==> config.mk <==
export PLATFORM = sky130hd
export DESIGN_NAME = display_fetcher_flat
export DESIGN_NICKNAME = d
export VERILOG_FILES = /design/src/rtl/display_pkg.sv /design/src/rtl/display_fetcher_if.sv /design/src/rtl/fetch_fifo2.sv /design/src/rtl/display_fetcher.sv /design/src/flat_wrapper.sv
export SDC_FILE = /design/constraint.sdc
export NUM_CORES = 1
export LEC_CHECK = 0
export BUFFER_PORTS_ARGS = -buffer_cell sky130_fd_sc_hd__buf_2
export CORE_MARGIN = 4
export CORE_UTILIZATION = 55
export DETAILED_ROUTE_END_ITERATION = 12
export PLACE_DENSITY = 0.78
export RECOVER_POWER = 50
export SYNTH_ARGS = -nofsm -noshare
export SYNTH_HDL_FRONTEND = slang
export SYNTH_SLANG_ARGS = --single-unit
==> constraint.sdc <==
create_clock -name i_clk -period 4.3 [get_ports i_clk]
set_input_delay 0.43 -clock i_clk [delete_from_list [all_inputs] [get_ports i_clk]]
set_output_delay 0.43 -clock i_clk [all_outputs]
set_load 0.01 [all_outputs]
==> src/rtl/display_pkg.sv <==
// Shared defaults, FSM encoding and read-credit helper for the display frame fetcher.
package display_pkg;

    localparam int DEFAULT_N_WORDS = 3201;
    localparam int DEFAULT_ADDR_W  = 12;
    localparam int DEFAULT_DATA_W  = 36;
    localparam int DEFAULT_PIX_W   = 12;

    // Words that may be held at once: FIFO + capture + request + word being unpacked.
    localparam int CREDIT_WORDS = 2;

    typedef enum logic [1:0] {
        ST_IDLE,
        ST_FETCH,
        ST_DRAIN
    } fetch_state_t;

    // True when one more read can be issued without exceeding the word credit.
    function automatic logic credit_free(
        input logic [1:0] queued,
        input logic       pending,
        input logic       requested,
        input logic       unpacking
    );
        return (int'(queued) + int'(pending) + int'(requested) + int'(unpacking)) < CREDIT_WORDS;
    endfunction

endpackage

==> src/rtl/display_fetcher_if.sv <==
// RAM read port and pixel stream of the display fetcher; master = fetcher side.
interface display_fetcher_if
    import display_pkg::*;
#(
    parameter int ADDR_W = DEFAULT_ADDR_W,
    parameter int DATA_W = DEFAULT_DATA_W,
    parameter int PIX_W  = DEFAULT_PIX_W
);
    logic              request;
    logic [ADDR_W-1:0] addr;
    logic [DATA_W-1:0] valor;
    logic [PIX_W-1:0]  pix;
    logic              pix_valid;
    logic              pix_ready;
    logic              pix_last;

    modport master (
        output request, addr, pix, pix_valid, pix_last,
        input  valor, pix_ready
    );

    modport slave (
        input  request, addr, pix, pix_valid, pix_last,
        output valor, pix_ready
    );
endinterface

==> src/rtl/fetch_fifo2.sv <==
// Two-entry word FIFO between RAM capture and the pixel unpacker; synchronous reset.
module fetch_fifo2
    import display_pkg::*;
#(
    parameter int DATA_W = DEFAULT_DATA_W
) (
    input  logic              clk,
    input  logic              rst,
    input  logic              push,
    input  logic              pop,
    input  logic [DATA_W-1:0] wdata,
    output logic [DATA_W-1:0] rdata,
    output logic [1:0]        count,
    output logic              empty
);

    logic [DATA_W-1:0] mem [2];
    logic              wr_ptr;
    logic              rd_ptr;

    // NOTE: the storage array is deliberately not reset; count and pointers alone mark entries valid.
    always_ff @(posedge clk) begin
        if (push) begin
            mem[wr_ptr] <= wdata;
        end
    end

    always_ff @(posedge clk) begin
        if (rst) begin
            wr_ptr <= 1'b0;
            rd_ptr <= 1'b0;
            count  <= 2'd0;
        end else begin
            if (push) wr_ptr <= ~wr_ptr;
            if (pop)  rd_ptr <= ~rd_ptr;
            count <= count + 2'(push) - 2'(pop);
        end
    end

    assign rdata = mem[rd_ptr];
    assign empty = (count == 2'd0);

endmodule

==> src/rtl/display_fetcher.sv <==
// Frame-memory read master: fetches words 0..N_WORDS-1 under a 2-word credit and
// unpacks each word into three pixels. Define FRAME_LOOP_EN for continuous refresh.
module display_fetcher
    import display_pkg::*;
#(
    parameter int N_WORDS = DEFAULT_N_WORDS,
    parameter int ADDR_W  = DEFAULT_ADDR_W,
    parameter int DATA_W  = DEFAULT_DATA_W,
    parameter int PIX_W   = DEFAULT_PIX_W
) (
    input  logic              i_clk,
    input  logic              i_rst,
    input  logic              i_start,
    output logic              o_busy,
    display_fetcher_if.master bus
);

`ifdef FRAME_LOOP_EN
    localparam bit LOOP_FRAMES = 1'b1;
`else
    localparam bit LOOP_FRAMES = 1'b0;
`endif

    localparam logic [ADDR_W-1:0] LAST_ADDR = ADDR_W'(N_WORDS - 1);

    fetch_state_t      state;
    logic              busy;
    logic              request;
    logic              rd_pend;
    logic [ADDR_W-1:0] addr;
    logic [ADDR_W-1:0] issue_addr;
    logic [ADDR_W-1:0] issue_at;
    logic              issue;
    logic              issue_last;

    logic [DATA_W-1:0] fifo_rdata;
    logic [1:0]        fifo_count;
    logic              fifo_empty;

    logic [DATA_W-1:0] word;
    logic [1:0]        pix_sel;
    logic              word_is_last;
    logic [ADDR_W-1:0] pop_cnt;
    logic [PIX_W-1:0]  pix;
    logic              pix_valid;
    logic              pix_last;
    logic              fire;
    logic              word_done;
    logic              pop;

    // Pixel 0 is the most significant slice of the word.
    function automatic logic [PIX_W-1:0] pixel_of(input logic [DATA_W-1:0] w, input logic [1:0] sel);
        return w[(2 - int'(sel)) * PIX_W +: PIX_W];
    endfunction

    fetch_fifo2 #(.DATA_W(DATA_W)) u_fifo (
        .clk   (i_clk),
        .rst   (i_rst),
        .push  (rd_pend),
        .pop   (pop),
        .wdata (bus.valor),
        .rdata (fifo_rdata),
        .count (fifo_count),
        .empty (fifo_empty)
    );

    assign fire      = pix_valid & bus.pix_ready;
    assign word_done = fire && (pix_sel == 2'd2);
    assign pop       = (!pix_valid || word_done) && !fifo_empty;
    assign issue_at  = (state == ST_IDLE) ? '0 : issue_addr;
    assign issue_last = (issue_at == LAST_ADDR);

    // The word under unpacking holds its credit until its last pixel is accepted.
    always_comb begin
        // NOTE: issue is defaulted first so no path through the case leaves it unassigned (no latch).
        issue = 1'b0;
        unique case (state)
            ST_IDLE:  issue = i_start;
            ST_FETCH: issue = credit_free(fifo_count, rd_pend, request, pix_valid & ~word_done);
            default:  issue = 1'b0;
        endcase
    end

    // NOTE: non-blocking assignments throughout; every register samples pre-edge values.
    always_ff @(posedge i_clk) begin
        if (i_rst) begin
            state      <= ST_IDLE;
            busy       <= 1'b0;
            request    <= 1'b0;
            rd_pend    <= 1'b0;
            addr       <= '0;
            issue_addr <= '0;
        end else begin
            rd_pend <= request;
            request <= issue;
            if (issue) begin
                addr       <= issue_at;
                issue_addr <= issue_last ? '0 : issue_at + 1'b1;
            end
            unique case (state)
                ST_IDLE: begin
                    if (i_start) begin
                        busy  <= 1'b1;
                        state <= (issue_last && !LOOP_FRAMES) ? ST_DRAIN : ST_FETCH;
                    end
                end
                ST_FETCH: begin
                    if (issue && issue_last && !LOOP_FRAMES) begin
                        state <= ST_DRAIN;
                    end
                end
                ST_DRAIN: begin
                    if (!request && !rd_pend && fifo_empty && !pix_valid) begin
                        state <= ST_IDLE;
                        busy  <= 1'b0;
                    end
                end
                default: state <= ST_IDLE;
            endcase
        end
    end

    always_ff @(posedge i_clk) begin
        if (i_rst) begin
            word         <= '0;
            pix_sel      <= 2'd0;
            word_is_last <= 1'b0;
            pop_cnt      <= '0;
            pix          <= '0;
            pix_valid    <= 1'b0;
            pix_last     <= 1'b0;
        end else if (pop) begin
            word         <= fifo_rdata;
            pix          <= pixel_of(fifo_rdata, 2'd0);
            pix_sel      <= 2'd0;
            pix_valid    <= 1'b1;
            pix_last     <= 1'b0;
            word_is_last <= (pop_cnt == LAST_ADDR);
            pop_cnt      <= (pop_cnt == LAST_ADDR) ? '0 : pop_cnt + 1'b1;
        end else if (fire) begin
            if (pix_sel == 2'd2) begin
                pix_valid <= 1'b0;
                pix_last  <= 1'b0;
            end else begin
                pix_sel  <= pix_sel + 2'd1;
                pix      <= pixel_of(word, pix_sel + 2'd1);
                pix_last <= (pix_sel == 2'd1) && word_is_last;
            end
        end
    end

    assign o_busy        = busy;
    assign bus.request   = request;
    assign bus.addr      = addr;
    assign bus.pix       = pix;
    assign bus.pix_valid = pix_valid;
    assign bus.pix_last  = pix_last;

endmodule
==> src/flat_wrapper.sv <==
// flat-port wrapper written by rule: the top's interface ports become plain ports
module display_fetcher_flat import display_pkg::*;
#(
    parameter int N_WORDS = DEFAULT_N_WORDS,
    parameter int ADDR_W  = DEFAULT_ADDR_W,
    parameter int DATA_W  = DEFAULT_DATA_W,
    parameter int PIX_W   = DEFAULT_PIX_W
)
  (i_clk, i_rst, i_start, o_busy, bus_request, bus_addr, bus_pix, bus_pix_valid, bus_pix_last, bus_valor, bus_pix_ready);
  display_fetcher_if #(.ADDR_W(ADDR_W), .DATA_W(DATA_W), .PIX_W(PIX_W)) bus_i ();
  input  logic i_clk;
  input  logic i_rst;
  input  logic i_start;
  output logic o_busy;
  output wire logic [$bits(bus_i.request)-1:0] bus_request;
  output wire logic [$bits(bus_i.addr)-1:0] bus_addr;
  output wire logic [$bits(bus_i.pix)-1:0] bus_pix;
  output wire logic [$bits(bus_i.pix_valid)-1:0] bus_pix_valid;
  output wire logic [$bits(bus_i.pix_last)-1:0] bus_pix_last;
  input wire logic [$bits(bus_i.valor)-1:0] bus_valor;
  input wire logic [$bits(bus_i.pix_ready)-1:0] bus_pix_ready;
  assign bus_request = bus_i.request;
  assign bus_addr = bus_i.addr;
  assign bus_pix = bus_i.pix;
  assign bus_pix_valid = bus_i.pix_valid;
  assign bus_pix_last = bus_i.pix_last;
  assign bus_i.valor = bus_valor;
  assign bus_i.pix_ready = bus_pix_ready;
  display_fetcher #(.N_WORDS(N_WORDS), .ADDR_W(ADDR_W), .DATA_W(DATA_W), .PIX_W(PIX_W)) u_core (.i_clk(i_clk), .i_rst(i_rst), .i_start(i_start), .o_busy(o_busy), .bus(bus_i));
endmodule
==> impl_metrics.py <==
metrics = {
    "logic_synthesis": {
        "yosysSeqAreaShare": 0.6000,
        "syn-cell-area_sq_um": 6907,
        "synth_top_area_cell": "edfxtp_1",
        "ys.flop_type": "dfxtp_1",
        "ys_warn_count": 0,
        "async_flop_share": 0,
        "syn_nets": 633,
        "ys_ff_latch": 171,
        "synth.distinct_cells": 59,
        "synth_top_area_share": 0.3130,
        "netlist_top_cells_area": "edfxtp_1 (31%), dfxtp_1 (29%), mux2i_1 (4.2%), mux4_2 (3.9%), nor2_1 (3.5%)",
        "synth.most_common_cell": "dfxtp_1",
        "avgSynthCellArea_sq_um": 11.87,
        "yosys-top-cells-count": "dfxtp_1 (99), edfxtp_1 (72), nor2_1 (64), nand2_1 (38), a21oi_1 (32)",
        "synth_edf_count": 72,
        "synthCells": 582,
    },
    "timing": {
        "finalSetupViolCount": 0,
        "whs_ns": 0.1853,
        "drv_slew": 97,
        "grt_setup_unrepaired": "no",
        "finClkSkew_ns": 0.008862,
        "relSlewSlack": -1.117,
        "fin_tns_setup_ns": 0,
        "layout_min_cycle_time_ns": 3.783,
        "tightest_slew_ns": 3.165,
        "finalCritPeriodShare": 0.8798,
        "fmax_mhz": 264.3,
        "finalHoldViolCount": 0,
    },
    "drt": {
        "drt_iter0_markers": 478,
        "ant_nets": 0,
        "wire_per_inst_um": 16.98,
        "dr.pass1.iters": 5,
        "viasPerCell": 5.687,
        "drc": 0,
        "drt-total-wl_um": 13920,
        "num_vias": 4663,
    },
    "floorplanning": {
        "ios": 68,
        "start_util": 0.5679,
        "die_h_um": 120.1,
        "core.rowCount": 40,
        "dieArea_sq_um": 14410,
        "core_sq_um": 12160,
        "die_x_um": 120.1,
    },
    "worst_setup_path": {
        "crit_start": "u_core.pix_sel[0]",
        "arrival_ns": 4.11,
        "cp_max_fo": 24,
        "r2r_slack_ns": 0.52,
        "cpPeakStageDelay_ns": 0.76,
        "critPathCapture": "u_core.issue_addr[2]",
        "reg2regPathDepth": 13,
        "worst-setup-path-type": "reg -> reg",
        "worstReg2RegStart": "u_core.pix_sel[0]",
        "reg2reg_to": "u_core.issue_addr[2]",
        "path_cells": "buf_4 -> inv_1 -> ha_1 -> a21boi_1 -> buf_4 -> ha_1 -> a21oi_1 -> fa_1 -> and4b_1 -> buf_4 -> a21oi_2 -> o21ai_0 -> a21oi_1",
        "start_kind": "flip-flop",
        "endpoint_kind": "flip-flop",
        "critPathRequiredTime_ns": 4.63,
        "slowest_stage": "a21oi_2",
        "cp_common_cell": "buf_4",
    },
    "final_layout": {
        "diodes": 0,
        "nFillCells": 977,
        "layout.cells.non_filler": 820,
        "area_delta_synth_final_pct": 13.53,
        "fin_nets": 690,
        "drive_gt1_frac": 0.1365,
    },
    "job": {
        "maxCapViolCount": 2,
    },
    "power": {
        "p_sw_mw": 1.646,
        "irDropWorstVdd_uv": 606.7,
        "total_power_mw": 4.947,
        "pwr-share-clk": 0.302,
        "switching_share": 0.3327,
        "p_comb_frac": 0.251,
        "power.density_nw_per_um2": 630.9,
        "intPower_mw": 3.301,
        "leakage_nw": 2.635,
        "seqPwrFrac": 0.447,
    },
    "global_routing": {
        "grt_pass1_vias": 4538,
        "antenna_found_initial": 0,
        "grt_use_total": 0.2020,
        "grt_pass1_wl_um": 22970,
        "overflow": 0,
        "grt_max_degree": 60,
    },
    "clock_tree": {
        "post_cts_resized": 0,
        "numClockSinks": 171,
        "cts_buffers": 17,
        "post_cts_buffers": 0,
        "clk_pin_slew_ns": 0.07,
        "clock_latency_ns": 0.43,
        "root_buffer": "clkbuf_16",
        "clk_path_buf_depth": 2,
        "htreeDepth": 4,
        "holdBufCountCts": 0,
        "cts_tree": "done",
    },
    "place": {
        "place_hpwl_um": 9320,
        "dp_cells": 788,
        "place.gp.congestion": 0.8343,
        "port_buffers": 67,
    },
    "hold_path": {
        "holdCritPathClass": "in -> reg",
    },
    "run_status": {
        "violations": "max-capacitance violations, max-slew violations",
        "status": "finished, violations left",
    },
}
area by class of cell:
cell class,instances,area [sq um],area share
Clock buffer,18,439.2,0.05601
Timing Repair Buffer,74,322.8,0.04117
Sequential cell,171,4145,0.5286
Clock inverter,14,148.9,0.01899
Tap cell,168,210.2,0.02681
Inverter,15,56.30,0.007180
Multi-Input combinational cell,360,2519,0.3212
critical path, delay by kind of cell (launching register included):
kind / cells / cell delay (ns)
flops: 1 / 0.32
fa+ha+maj: 3 / 0.95
buf+inv: 4 / 0.70
compound gates: 5 / 1.50
simple gates: 1 / 0.19
flip-flops by register name, indices dropped and copies added, names as in the netlist, 2 cells and up, named ones only:
| name | count |
|---|---|
| u_core.pop_cnt | 12 |
| u_core.pix_sel | 2 |
| u_core.u_fifo.count | 2 |
| u_core.word | 36 |
| u_core.bus.pix | 12 |
| u_core.bus.addr | 12 |
| u_core.issue_addr | 12 |
| u_core.state | 2 |
| u_core.u_fifo.mem | 72 |
power groups by stage:
stage	registers (mW)	logic (mW)	clock network, mW
2_1_floorplan	2.13	1.03	0
3_5_place_dp	2.24	1.25	0
3_3_place_gp	2.23	1.21	0
6_report	2.21	1.24	1.49
5_1_grt	2.24	1.39	1.60
4_1_cts	2.21	1.27	1.52
stage by stage:
step	utilization	setup slack, ns	cell area [sq um]
after floorplan	-	0.7343	6907
after global placement	0.6024	0.7942	7326
after detailed placement	0.6024	0.5880	7326
after CTS	0.6507	0.5471	7914
after global routing	0.6448	0.1707	7841
final	0.6448	0.5168	7841
kinds of logic (layout without fill, tap and decap cells):
kind of cell,Yosys count,count (layout),synth area share
compound gates,117,117,0.1141
xor+xnor,15,15,0.01902
fa+ha+maj,11,11,0.02101
buf+inv,51,121,0.03533
flops,171,171,0.6000
mux,49,49,0.09420
simple gates,168,168,0.1163
layer usage:
layer / up-vias / GRT usage / routed length (um)
met5: - / 0 / 0
met4: 0 / 0.06371 / 154
met3: 15 / 0.05655 / 701
met2: 132 / 0.3397 / 7244
met1: 2229 / 0.2534 / 5819
li1: 2287 / - / -
worst min-delay path by stage:
| stage | startpoint | to | cells past startpoint | slack [ns] |
|---|---|---|---|---|
| after floorplan | u_core.word_is_last | u_core.word_is_last | 2 | 0.43 |
| after global placement | u_core.bus.addr[4] | u_core.bus.addr[4] | 2 | 0.44 |
| after detailed placement | u_core.word_is_last | u_core.word_is_last | 2 | 0.45 |
| after CTS | bus_valor[33] | u_core.u_fifo.mem[1][33] | 1 | 0.17 |
| after global routing | bus_valor[24] | u_core.u_fifo.mem[0][24] | 1 | 0.16 |
| final | bus_valor[25] | u_core.u_fifo.mem[0][25] | 1 | 0.19 |
cell usage in the layout, fill, tap and decap left out, drive strengths merged, types with 8 or more instances in the layout:
| cell type | netlist | final |
|---|---|---|
| a21oi | 33 | 33 |
| buf | 9 | 24 |
| dfxtp | 99 | 99 |
| nor2 | 65 | 65 |
| xnor2 | 15 | 15 |
| ha | 10 | 10 |
| clkbuf | 26 | 68 |
| edfxtp | 72 | 72 |
| inv | 15 | 24 |
| nand2 | 38 | 38 |
| mux2i | 29 | 29 |
| nor3 | 8 | 8 |
| mux2 | 8 | 8 |
| mux4 | 12 | 12 |
| a211oi | 30 | 30 |
| a22oi | 20 | 20 |
| nand3 | 13 | 13 |
Power figures use the tool's default switching activity.
